===== config.mk =====
export PLATFORM = sky130hd
export DESIGN_NAME = timer_dev_flat
export DESIGN_NICKNAME = d
export VERILOG_FILES = /design/src/rtl/timer_dev_pkg.sv /design/src/rtl/timer_dev_if.sv /design/src/rtl/timer_dev.sv /design/src/flat_wrapper.sv
export SDC_FILE = /design/constraint.sdc
export NUM_CORES = 1
export LEC_CHECK = 0
export BUFFER_PORTS_ARGS = -buffer_cell sky130_fd_sc_hd__buf_4
export CORE_MARGIN = 4
export CORE_UTILIZATION = 30
export CTS_CLUSTER_DIAMETER = 40
export DETAILED_ROUTE_END_ITERATION = 10
export GPL_ROUTABILITY_DRIVEN = 0
export GPL_TIMING_DRIVEN = 0
export HOLD_SLACK_MARGIN = 0.12
export PLACE_DENSITY = 0.52
export REMOVE_ABC_BUFFERS = 1
export SLEW_MARGIN = 20
export SYNTH_ARGS = -nofsm -noshare
export SYNTH_HDL_FRONTEND = slang
export SYNTH_SLANG_ARGS = --single-unit
export TNS_END_PERCENT = 5

===== constraint.sdc =====
create_clock -name clk -period 4.6 [get_ports clk]
set_input_delay 0.23 -clock clk [delete_from_list [all_inputs] [get_ports clk]]
set_output_delay 0.23 -clock clk [all_outputs]
set_load 0.02 [all_outputs]

===== src/rtl/timer_dev_pkg.sv =====
// Shared definitions for the timer peripheral: register offsets, mode codes,
// CTRL bit positions and FSM state encoding.
package timer_dev_pkg;

    // Register offsets as seen on Addr (PrAddr[3:2])
    localparam logic [1:0] TIMER_CTRL   = 2'd0;
    localparam logic [1:0] TIMER_PRESET = 2'd1;
    localparam logic [1:0] TIMER_COUNT  = 2'd2;

    // CTRL.Mode codes; 1x is reserved and behaves as one-shot
    localparam logic [1:0] MODE_ONESHOT = 2'b00;
    localparam logic [1:0] MODE_AUTO    = 2'b01;

    // CTRL bit indices
    localparam int CTRL_EN      = 0;
    localparam int CTRL_MODE_LO = 1;
    localparam int CTRL_MODE_HI = 2;
    localparam int CTRL_IM      = 3;

    typedef enum logic [1:0] {
        S_IDLE = 2'd0,
        S_LOAD = 2'd1,
        S_CNT  = 2'd2,
        S_INT  = 2'd3
    } state_t;

endpackage


===== src/rtl/timer_dev_if.sv =====
// Device-bus port of the timer: register select, write strobe/data,
// combinational read data and the level interrupt line.
interface timer_dev_if #(
    parameter int DW = 32
);
    logic [1:0]    Addr;
    logic          We;
    logic [DW-1:0] DIn;
    logic [DW-1:0] DOut;
    logic          IRQ;

    modport master (output Addr, We, DIn, input DOut, IRQ);
    modport slave  (input Addr, We, DIn, output DOut, IRQ);
endinterface


===== src/rtl/timer_dev.sv =====
// Programmable down-counter with one-shot and auto-reload modes.
// Register file (CTRL/PRESET/COUNT) + 4-state FSM + decrementer.
module timer_dev
    import timer_dev_pkg::*;
#(
    parameter int DW     = 32,
    parameter int CTRL_W = 4
) (
    input  logic        clk,
    input  logic        rst,
    timer_dev_if.slave  bus
);

    state_t            state_q, state_d;
    logic [CTRL_W-1:0] ctrl_q;
    logic [DW-1:0]     preset_q;
    logic [DW-1:0]     count_q;
    logic              irq_flag_q;

    logic en, auto_mode, ctrl_wr, preset_wr;

    assign en        = ctrl_q[CTRL_EN];
    assign auto_mode = (ctrl_q[CTRL_MODE_HI:CTRL_MODE_LO] == MODE_AUTO);
    assign ctrl_wr   = bus.We && (bus.Addr == TIMER_CTRL);
    assign preset_wr = bus.We && (bus.Addr == TIMER_PRESET);

    // FSM state register
    always_ff @(posedge clk) begin
        if (rst) state_q <= S_IDLE;
        else     state_q <= state_d;
    end

    // FSM next-state: CNT checks En before the zero test so a pause freezes COUNT
    always_comb begin
        state_d = state_q;
        case (state_q)
            S_IDLE: if (en) state_d = S_LOAD;
            S_LOAD: state_d = S_CNT;
            S_CNT: begin
                if (!en)
                    state_d = S_IDLE;
                else if ((count_q == '0) || (count_q == DW'(1)))
                    state_d = S_INT;
            end
            S_INT:  state_d = auto_mode ? S_LOAD : S_IDLE;
            default: state_d = S_IDLE;
        endcase
    end

    // CTRL: CPU write wins over the hardware En clear at the end of a one-shot
    always_ff @(posedge clk) begin
        if (rst)
            ctrl_q <= '0;
        else if (ctrl_wr)
            ctrl_q <= bus.DIn[CTRL_W-1:0];
        else if (state_q == S_INT && !auto_mode)
            ctrl_q[CTRL_EN] <= 1'b0;
    end

    // PRESET: only sampled at LOAD, so writes mid-count affect the next period
    always_ff @(posedge clk) begin
        if (rst)            preset_q <= '0;
        else if (preset_wr) preset_q <= bus.DIn;
    end

    // COUNT: load on LOAD, decrement in CNT while enabled, never wraps below 0
    always_ff @(posedge clk) begin
        if (rst) begin
            count_q <= '0;
        end else begin
            case (state_q)
                S_LOAD: count_q <= preset_q;
                S_CNT:  if (en && count_q != '0) count_q <= count_q - DW'(1);
                default: ;
            endcase
        end
    end

    // irq_flag: register writes clear it and beat a same-edge set. In
    // auto-reload INT is always followed by LOAD, so clearing there makes
    // the flag a one-cycle pulse; a held one-shot flag can only reach LOAD
    // through a CTRL write, which has already cleared it.
    always_ff @(posedge clk) begin
        if (rst)
            irq_flag_q <= 1'b0;
        else if (ctrl_wr || preset_wr)
            irq_flag_q <= 1'b0;
        else if (state_q == S_INT)
            irq_flag_q <= 1'b1;
        else if (state_q == S_LOAD)
            irq_flag_q <= 1'b0;
    end

    // Read mux, combinational on Addr, no side effects
    always_comb begin
        bus.DOut = '0;
        case (bus.Addr)
            TIMER_CTRL:   bus.DOut = {{(DW-CTRL_W){1'b0}}, ctrl_q};
            TIMER_PRESET: bus.DOut = preset_q;
            TIMER_COUNT:  bus.DOut = count_q;
            default:      bus.DOut = '0;
        endcase
    end

    assign bus.IRQ = irq_flag_q & ctrl_q[CTRL_IM];

endmodule


===== src/flat_wrapper.sv =====
// flat-port wrapper written by rule: the top's interface ports become plain ports
module timer_dev_flat import timer_dev_pkg::*;
#(
    parameter int DW     = 32,
    parameter int CTRL_W = 4
)
  (clk, rst, bus_Addr, bus_We, bus_DIn, bus_DOut, bus_IRQ);
  timer_dev_if #(.DW(DW)) bus_i ();
  input  logic clk;
  input  logic rst;
  input wire logic [$bits(bus_i.Addr)-1:0] bus_Addr;
  input wire logic [$bits(bus_i.We)-1:0] bus_We;
  input wire logic [$bits(bus_i.DIn)-1:0] bus_DIn;
  output wire logic [$bits(bus_i.DOut)-1:0] bus_DOut;
  output wire logic [$bits(bus_i.IRQ)-1:0] bus_IRQ;
  assign bus_i.Addr = bus_Addr;
  assign bus_i.We = bus_We;
  assign bus_i.DIn = bus_DIn;
  assign bus_DOut = bus_i.DOut;
  assign bus_IRQ = bus_i.IRQ;
  timer_dev #(.DW(DW), .CTRL_W(CTRL_W)) u_core (.clk(clk), .rst(rst), .bus(bus_i));
endmodule

; Word level (Yosys, flattened, before mapping)
; Index checks and enable logic that the tools add are counted.
; W data, S select, Z words.
[word_totals]
in_bits = 37
ff_bits = 71
word_cells = 47
[op_classes]
reduce_logical = 17
eq_ne = 10
addsub = 1
n_mux = 12
bitwise_logic = 1
[op_table]
columns = operator, n
row1 = $pmux W32 S3, 1
row2 = $pmux W32 S2, 1
row3 = $eq A32 B1 Y1 const B, 1
row4 = $logic_not A32 Y1, 1
row5 = $mux W32, 1
row6 = $reduce_bool A32 Y1, 1
row7 = $sub A32 B1 Y32 const B, 1
row8 = $pmux W2 S4, 1
row9 = $eq A2 B1 Y1 const B, 3
row10 = $eq A2 B2 Y1 const B, 3
row11 = $mux W2, 3
row12 = $reduce_bool A2 Y1, 3
row13 = $mux W1, 5
row14 = $logic_and A1 B1 Y1, 4
row15 = $logic_not A2 Y1, 2
row16 = $ne A2 B1 Y1 const B, 2
row17 = $reduce_and A2 Y1, 2
row18 = $ne A3 B3 Y1 const B, 1
row19 = $logic_or A1 B1 Y1, 2
row20 = $reduce_or A2 Y1, 1
row21 = $and A1 B1 Y1, 1
row22 = $logic_not A1 Y1, 1

; Logic depth before layout (Yosys ltp)
; Gate-level depths: netlist of run 1.
[depth]
word_depth = 5
mapped_depth = 9
ltp_nobuf = 7

; Worst setup path before layout of run 1
; No wires, ideal clock.
[synth_timing]
path_kind = reg-to-reg
from = register u_core.count_q[0]
to = register u_core.count_q[18]
arrival_time_ns = 2.347
stages_incl_launch_ff = 9
setup_slack_ns = 2.118
setup_time_ns = 0.134
required_time_ns = 4.466
cell_sequence = dfxtp_1 inv_1 ha_1 or3b_2 clkbuf_1 nor4_1 a21oi_1 o311ai_0 o31ai_1
[synth_between]
elab_chain_cells = 4
elab_cells_between_ends = 7
classes_between = 1 x add/sub / 1 x eq/ne / 2 x mux / 3 x reduce/logical
[synth_lines]
columns = element, line_no
row1 = start: declaration, timer_dev.sv:17  ; logic [DW-1:0] count_q;
row2 = start signal: assignment, timer_dev.sv:72  ; S_LOAD: count_q <= preset_q;
row3 = start signal: assignment, timer_dev.sv:73  ; S_CNT: if (en && count_q != '0) count_q <= count_q - DW'(1);
row4 = "parallel branches: the longest is 4 deep, another holds $sub A32 B1 Y32", --
; Parallel ways; which one is timed is not known. The select of a mux whose other input is x is not followed.
; A chain may end at the register's enable or synchronous reset.

; Worst setup path after layout of run 1
[layout_timing]
from = register u_core.count_q[16]
to = register u_core.count_q[15]
[layout_between]
elab_chain_cells = 4
[layout_lines]
columns = element, line_no
row1 = $reduce_bool A32 Y1, timer_dev.sv:73
row2 = $logic_and A1 B1 Y1, timer_dev.sv:73
row3 = $ne A2 B1 Y1 (no source line), --
row4 = $reduce_and A2 Y1 (no source line), --
; Every way passes these cells.

==> metrics.yaml, run 1 <==
cp_cell_sequence: "or4_1 -> or4_1 -> nor4_4 -> or2_2 -> o31ai_1"
crit_fanout: 26
fmax_mhz: 285
slowest_delay_ns: 0.80
rows: 42
synth_cells: 527
dr.pass1.iters: 5
fin_crit_ns: 3.51
synth_seq_cells: 71
synth_flop_cell: "dfxtp_1"
clk_pin_slew_ns: 0.06
finalHoldViolations: 0
cp-end-kind: "flip-flop"
seq_area_frac_synth_pct: 34.8
cpMaxStageDelayCell: "nor4_4"
relSlewSlack_pct: 39.9
crit_arrival_ns: 3.69
cts_tree: "built"
synth-xor-area-share_pct: 0.214
synthAdderAreaFrac_pct: 0.613
worstMarginPinSlew_ns: 0.895
start_util_pct: 30.7
die_width_um: 125
synth_compound_area_share_pct: 31.7
ios: 70
core_um2: 13300
clk_path_buf_depth: 2
rsz0062_at_grt: "false"
via_per_inst: 5.61
max-cap-violations: 0
ir_worst_vdd_mv: 0.166
num_vias: 4138
yosysWarningCount: 0
portBuffers: 69
dieHeight_um: 125
routedWlPerCell_um: 17.2
ant_nets: 0
crit_family: "simple AND/OR/NAND/NOR gates"
finClkSkew_ns: 0.00682
fin_hold_ws_ns: 0.137
p_per_area_nw_per_um2: 281
mostFrequentLayoutCells: "77 x nand2_1, 71 x dfxtp_1, 70 x buf_4, 60 x a21oi_1, 39 x nor2_1"
final_common_cell: "nand2_1"
finalCritPeriodShare_pct: 76.3
grt_pass1_wl_um: 21200
antenna_found_initial: 0
place_hpwl_um: 8210
layout.nets: 597
syn_area_um2: 4080
grt_pass1_vias: 4058
synth.mux.area_fraction_pct: 1.96
cts_root_buf: "clkbuf_16"
area_growth_pct: 20.7
run_status: "complete, no violations"
final-setup-viol-count: 0
finalSetupTns_ns: 0
drcViolationCount: 0
hold_class: "primary input to flip-flop"
critPathKind: "flip-flop to flip-flop"
clk_latency_ns: 0.34
final_cell_area_um2: 4930
wl_um: 12700
drt_iter0_drc: 300
fillers: 1435
timing.critical_path.from_type: "flip-flop"
yosys.area_share.simple_pct: 24.8
cpMostUsedCell: "or4_1"
cts_max_level: 3
diodes: 0
placed_area_um2: 4650
synth_top_family_by_area: "compound AO/OA/AOI/OAI gates"
synth.distinct_cells: 53
total_leakage_power_uw: 0.00179
cts-buffers-inserted: 9
cp.buffers_inverters: 0
cts.sinks: 71
overflow: 0
worstPathRequired_ns: 4.78
grt_max_degree: 76
avgSynthCellArea_um2: 7.75
synthArstFlopShare_pct: 0
drive_gt1_share_pct: 17.6
dieArea_um2: 15500
synth_edf_count: 0
slew_viol_final: 0
grt_usage_pct: 16.3
## area by class of cell
cell class / instances / area, µm² / share of cell area [%]
Multi-Input combinational cell: 397 / 2450 / 49.7
Sequential cell: 71 / 1420 / 28.8
Timing Repair Buffer: 72 / 551 / 11.2
Clock buffer: 14 / 254 / 5.15
Tap cell: 176 / 220 / 4.47
Inverter: 7 / 26.3 / 0.533
Clock inverter: 1 / 5.00 / 0.102
## report_power, final
group	switching (µW)	internal (µW)
combinational	71.8	46.7
clock	254	377
sequential	9.40	626
## cells in the mapped netlist, drive strengths merged (11+ instances only)
cell    count  share of area [%]
a21oi      60                7.4
a22o       28                6.0
buf        16                2.0
clkbuf     36                3.3
dfxtp      71                 35
nand2      78                7.2
nor2       40                3.7
nor3       18                2.2
nor4       15                3.0
o311ai     27                5.8
o31ai      26                4.8
or4        11                2.0
## worst min-delay path, stage by stage
cell	delay, ns
buf_4	0.11
nand2_1	0.04
a21oi_1	0.05
## worst paths after layout
check,startpoint,end,slack [ns],cells after the start
setup / recovery,u_core.count_q[16],u_core.count_q[15],1.09,5
hold / removal,bus_DIn[26],u_core.preset_q[26],0.14,3
setup reg to reg,u_core.count_q[16],u_core.count_q[15],1.09,5
hold reg to reg,u_core.preset_q[12],u_core.preset_q[12],0.47,2
## flip-flops by register name, summed over array words and instances (netlist names)
name,cells
u_core.count_q,32
u_core.ctrl_q,4
u_core.irq_flag_q,1
u_core.preset_q,32
u_core.state_q,2
## routing by layer
metal	vias to the layer above	share of wire (%)	GRT usage (%)
met5	-	0	0
met4	0	0.82	3.87
met3	11	5.3	3.64
met2	134	46	26.2
met1	1943	48	22.3
li1	2050	-	-
## per-stage QoR
step	cells	total power (µW)	setup WS, ns	util (%)
floorplan	475	700	1.31	-
global placement	720	763	0.210	34.6
detailed placement	722	768	0.770	35.0
CTS	738	1400	0.800	37.0
global route	738	1440	0.902	37.1
finish	738	1380	1.09	37.1
## cell families after synthesis
group,after synthesis
AOI/OAI and AO/OA,182
buffers and inverters,59
and+or+nand+nor,204
muxes,8
DFF,71
adders and majority gates,2
xor gates and xnor gates,1
## repair_timing
action | in CTS | in global routing
buffers inserted | 0 | 0
hold buffers | 1 | 0
gates resized for setup | 0 | 0
endpoints found under the hold margin | 1 | 0
Power figures use the tool's default switching activity.
==> inputs of run 2 (changes only) <==
--- a/config.mk
+++ b/config.mk
@@ -13,7 +13,7 @@
 export GPL_ROUTABILITY_DRIVEN = 0
 export GPL_TIMING_DRIVEN = 0
 export HOLD_SLACK_MARGIN = 0.12
-export PLACE_DENSITY = 0.52
+export PLACE_DENSITY = 0.54
 export REMOVE_ABC_BUFFERS = 1
 export SLEW_MARGIN = 20
 export SYNTH_ARGS = -nofsm -noshare
==> constraint.sdc (replaced) <==
create_clock -name clk -period 2.9 [get_ports clk]
set_input_delay 0.145 -clock clk [delete_from_list [all_inputs] [get_ports clk]]
set_output_delay 0.145 -clock clk [all_outputs]
set_load 0.02 [all_outputs]
==> metrics.yaml, run 2 (synthesis results as in run 1) <==
worstHoldStart: "bus_Addr[1]"
die_width_um: 125  # unchanged
p_per_area_nw_per_um2: 430  # +53%
fin_crit_ns: 2.77  # -0.741 ns
ant_nets: 0  # unchanged
place_hpwl_um: 8240  # +0.34%
clk_latency_ns: 0.33  # about the same
start_util_pct: 30.7  # unchanged
worstMarginPinSlew_ns: 0.926  # +0.0317 ns
cts_tree: "built"
reg_top3: "u_core.count_q x32, u_core.preset_q x32, u_core.ctrl_q x4"
final-setup-viol-count: 0  # unchanged
final_cell_area_um2: 5320  # +8.0%
slowest_delay_ns: 0.71  # -0.09 ns
finClkSkew_ns: 0.00553  # -0.00129 ns
rows: 42  # unchanged
cpMaxStageDelayCell: "or4_1"
finalCritPeriodShare_pct: 95.5  # +19 points
diodes: 0  # unchanged
num_vias: 4256  # +2.9%
grt_usage_pct: 17.0  # +0.68 points
hold_class: "primary input to flip-flop"
slew_viol_final: 0  # unchanged
grt_max_degree: 76  # unchanged
clk_pin_slew_ns: 0.05  # about the same
overflow: 0  # unchanged
final_common_cell: "nand2_1"
endpoint: "u_core.count_q[6]"
timing.critical_path.from_type: "flip-flop"
drive_gt1_share_pct: 17.7  # +0.061 points
crit_family: "simple AND/OR/NAND/NOR gates"
total_leakage_power_uw: 0.00196  # +9.5%
cp-end-kind: "flip-flop"
crit_arrival_ns: 2.97  # -0.72 ns
r2r_end: "u_core.count_q[6]"
cp_cell_sequence: "or4_1 -> or4_4 -> nor4_4 -> buf_8 -> or2_4 -> o311ai_1"
cts_max_level: 3  # unchanged
r2r_cells: 6  # +1
cts_root_buf: "clkbuf_16"
rsz0062_at_grt: "true"
fmax_mhz: 361  # +27%
finalHoldViolations: 0  # unchanged
clk_path_buf_depth: 2  # unchanged
via_per_inst: 5.53  # -1.4%
drt_iter0_drc: 272  # -9.3%
ios: 70  # unchanged
startpoint: "u_core.count_q[16]"
ir_worst_vdd_mv: 0.246  # +48%
timing.rr.start: "u_core.count_q[16]"
relSlewSlack_pct: 38.2  # -1.7 points
antenna_found_initial: 0  # unchanged
placed_area_um2: 4670  # +0.30%
crit_fanout: 26  # unchanged
setup_ws_ns: 0.130  # -0.959 ns
drcViolationCount: 0  # unchanged
cts-buffers-inserted: 9  # unchanged
dr.pass1.iters: 5  # unchanged
p_total_uw: 2290  # +65%
layout.nets: 630  # +5.5%
dieArea_um2: 15500  # unchanged
routedWlPerCell_um: 16.8  # -2.2%
worstPathRequired_ns: 3.10  # -1.68 ns
fillers: 1366  # -4.8%
dieHeight_um: 125  # unchanged
mostFrequentLayoutCells: "77 x nand2_1, 71 x dfxtp_1, 70 x buf_4, 60 x a21oi_1, 39 x nor2_1"
path_depth: 6  # +1
cts.sinks: 71  # unchanged
critPathKind: "flip-flop to flip-flop"
grt_pass1_vias: 4272  # +5.3%
r2r_slack_ns: 0.13  # -0.96 ns
area_growth_pct: 30.4
portBuffers: 69  # unchanged
cp.buffers_inverters: 1  # +1
place_ws_ns: -1.19  # -1.96 ns
wl_um: 13000  # +2.0%
grt_pass1_wl_um: 22200  # +4.5%
core_um2: 13300  # unchanged
max-cap-violations: 0  # unchanged
run_status: "complete, no violations"
run 2: cell count changes in the layout (fill, tap and decap cells not counted), sizes merged:
cell | previous run | this run
dlygate4sd3 | 1 | 33
buf | 71 | 72
clkinv | 1 | 0
run 2: timing repair:
action,4_1_cts,5_1_grt
setup endpoints to repair,29,27
hold buffers,33,0
pin swaps,1,0
setup buffers,1,0
endpoints found under the hold margin,37,0
resized for setup,2,5
run 2: tightest hold or removal path: cells and delay by family:
| kind | cells | cell delay [ns] |
|---|---|---|
| buf+inv | 2 | 0.26 |
| compound gates | 1 | 0.09 |
run 2: worst min path at each step:
stage	endpoint	slack [ns]	depth (start not counted)
floorplan	u_core.count_q[0]	0.21	1
finish	u_core.irq_flag_q	0.22	3
global route	u_core.irq_flag_q	0.23	3
detailed placement	u_core.irq_flag_q	0.39	2
global placement	u_core.irq_flag_q	0.37	2
CTS	u_core.irq_flag_q	0.21	3
run 2: per-layer routing:
metal	wire (µm)	global-route usage, %	part of all wire (%)	up-vias
li1	-	-	-	2111
met3	635	4.93	4.9	9
met1	6300	22.9	49	2030
met5	0	0	0	-
met2	5900	26.6	45	106
met4	132	4.51	1.0	0
run 2: power by group:
group / internal, µW / switching (µW) / total [µW]
clock: 663 / 389 / 1050
sequential: 994 / 15.4 / 1010
combinational: 104 / 121 / 226
total: 1760 / 526 / 2290
run 2: cell type report:
cell class,count,area [µm²],share of cell area [%]
clock buffer,14,284,5.33
inverter,7,26.3,0.494
multi-input combinational,397,2490,46.7
sequential,71,1420,26.7
tap,176,220,4.14
timing repair buffer,105,886,16.6
run 2: metrics by stage:
stage	setup TNS (ns)	util, %	hold slack (ns)	instances
after CTS	0	39.8	0.211	770
after detailed placement	-29.09	35.1	0.394	722
after global routing	-0.0126	40.0	0.234	770
after floorplan	-8.98	-	0.210	475
after global placement	-70.20	34.6	0.373	720
final	0	40.0	0.220	770
==> inputs of run 3 (changes only) <==
--- a/config.mk
+++ b/config.mk
@@ -6,14 +6,17 @@
 export NUM_CORES = 1
 export LEC_CHECK = 0
 export BUFFER_PORTS_ARGS = -buffer_cell sky130_fd_sc_hd__buf_4
+export CELL_PAD_IN_SITES_DETAIL_PLACEMENT = 0
+export CELL_PAD_IN_SITES_GLOBAL_PLACEMENT = 1
 export CORE_MARGIN = 4
 export CORE_UTILIZATION = 30
+export CTS_BUF_LIST = sky130_fd_sc_hd__clkbuf_4 sky130_fd_sc_hd__clkbuf_8
 export CTS_CLUSTER_DIAMETER = 40
 export DETAILED_ROUTE_END_ITERATION = 10
 export GPL_ROUTABILITY_DRIVEN = 0
 export GPL_TIMING_DRIVEN = 0
 export HOLD_SLACK_MARGIN = 0.12
-export PLACE_DENSITY = 0.54
+export PLACE_DENSITY_LB_ADDON = 0.2
 export REMOVE_ABC_BUFFERS = 1
 export SLEW_MARGIN = 20
 export SYNTH_ARGS = -nofsm -noshare
==> metrics.yaml, run 3 (synthesis results as in run 1) <==
run_status: "complete, no violations"
finClkSkew_ns: 0.0143  # +0.00873 ns
relSlewSlack_pct: 41.4  # +3.2 points
cts-buffers-inserted: 9  # unchanged
drive_gt1_share_pct: 18.5  # +0.82 points
clk_path_buf_depth: 2  # unchanged
r2r_slack_ns: 0.11  # -0.02 ns
crit_fanout: 7  # -73%
routedWlPerCell_um: 17.4  # +3.3%
cts.sinks: 71  # unchanged
setup_ws_ns: 0.110  # -0.0198 ns
overflow: 0  # unchanged
cts_root_buf: "clkbuf_8"
clk_latency_ns: 0.36  # +0.03 ns
dieHeight_um: 125  # unchanged
cp_cell_sequence: "or4_1 -> or4_1 -> or3_1 -> o311a_1 -> o21a_1"
ir_worst_vdd_mv: 0.387  # +57%
drcViolationCount: 0  # unchanged
slew_viol_final: 0  # unchanged
finalHoldViolations: 0  # unchanged
cp-end-kind: "flip-flop"
grt_max_degree: 76  # unchanged
mostFrequentLayoutCells: "77 x nand2_1, 71 x dfxtp_1, 70 x buf_4, 60 x a21oi_1, 39 x nor2_1"
via_per_inst: 5.44  # -1.6%
ant_nets: 0  # unchanged
finalCritPeriodShare_pct: 96.2  # +0.68 points
area_growth_pct: 30.5  # about the same
cpMaxStageDelayCell: "or4_1"
dr.pass1.iters: 6  # +1
worstMarginPinSlew_ns: 0.872  # -0.0541 ns
ios: 70  # unchanged
rsz0062_at_grt: "false"
cts_max_level: 3  # unchanged
crit_arrival_ns: 3.05  # +0.08 ns
hold_class: "primary input to flip-flop"
total_leakage_power_uw: 0.00197  # +0.32%
placed_area_um2: 4740  # +1.5%
fmax_mhz: 358  # -0.71%
portBuffers: 69  # unchanged
dp_cells: 725  # +0.42%
p_per_area_nw_per_um2: 401  # -6.6%
place_hpwl_um: 8610  # +4.4%
grt_usage_pct: 17.5  # +0.49 points
finalSetupTns_ns: 0  # unchanged
grt_pass1_wl_um: 22500  # +1.4%
final_cell_area_um2: 5330  # about the same
num_vias: 4220  # -0.85%
dieArea_um2: 15500  # unchanged
rows: 42  # unchanged
final_common_cell: "nand2_1"
cpMostUsedCell: "or4_1"
timing.critical_path.from_type: "flip-flop"
slowest_delay_ns: 0.74  # +0.03 ns
start_util_pct: 30.7  # unchanged
fin_crit_ns: 2.79  # +0.0198 ns
reg_top3: "u_core.count_q x32, u_core.preset_q x32, u_core.ctrl_q x4"
core_um2: 13300  # unchanged
die_width_um: 125  # unchanged
instances_no_fill: 776  # +0.78%
diodes: 0  # unchanged
wl_um: 13500  # +4.1%
drt_iter0_drc: 306  # +13%
cts_tree: "built"
antenna_found_initial: 0  # unchanged
final-setup-viol-count: 0  # unchanged
critPathKind: "flip-flop to flip-flop"
layout.nets: 634  # +0.63%
grt_pass1_vias: 4175  # -2.3%
max-cap-violations: 0  # unchanged
clk_pin_slew_ns: 0.08  # +0.03 ns
worstPathRequired_ns: 3.16  # +0.06 ns
p_total_uw: 2140  # -6.5%
place_ws_ns: -0.898  # +0.292 ns
==> run 3: cell count changes in the layout (fill, tap and decap cells not counted), moves of 2 or more <==
cell       previous run  this run
clkbuf_8              4         9
clkbuf_16             9         0
bufinv_16             0         2
clkbuf_4              0         3
buf_6                 0         2
buf_8                 2         0
clkinv_2              0         2
buf_16                0         2
==> run 3: final cells by class <==
type                            count  area, µm²
Tap cell                          176        220
Fill cell                        1386       7970
Multi-Input combinational cell    398       2490
Clock buffer                       12        146
Inverter                            7       26.3
Sequential cell                    71       1420
Timing Repair Buffer              108        953
Clock inverter                      4       70.1
==> run 3: worst paths after layout <==
check,start,end,cells past startpoint
worst max-delay path,u_core.count_q[7],u_core.count_q[21],5
worst min register to register,u_core.preset_q[12],u_core.preset_q[12],2
worst min-delay path,bus_Addr[1],u_core.irq_flag_q,3
worst max register to register,u_core.count_q[7],u_core.count_q[21],5
==> run 3: worst max-delay path, delay by kind of cell, from the launching register on <==
| kind | cells | cell delay [ns] |
|---|---|---|
| AOI/OAI and AO/OA | 2 | 0.47 |
| DFF | 1 | 0.37 |
| and+or+nand+nor | 3 | 1.84 |
==> run 3: timing repair <==
| action | in CTS | in global routing |
|---|---|---|
| setup endpoints to repair | 28 | 28 |
| pin swaps | 0 | 1 |
| gates cloned | 1 | 0 |
| resized for setup | 4 | 3 |
| endpoints found under the hold margin | 37 | 0 |
| buffers inserted | 0 | 1 |
| hold buffers | 33 | 0 |
==> run 3: through the flow <==
stage	utilization, %	hold WS [ns]
after floorplan	-	0.210
after global placement	34.6	0.375
after detailed placement	35.6	0.384
after CTS	39.8	0.170
after global routing	40.1	0.199
final	40.1	0.183
==> run 3: power by group <==
part	leakage [µW]	internal [µW]	switching (µW)
Clock	0.000115	511	386
Sequential	0.000574	992	15.2
Combinational	0.00128	112	123
Total	0.00197	1610	524
==> run 3: per-layer routing <==
| layer | routed length (µm) | global-route usage, % | up-vias |
|---|---|---|---|
| li1 | - | - | 2130 |
| met1 | 6510 | 23.9 | 1984 |
| met2 | 6260 | 28.3 | 93 |
| met3 | 570 | 3.64 | 13 |
| met4 | 149 | 4.19 | 0 |
| met5 | 0 | 0 | - |
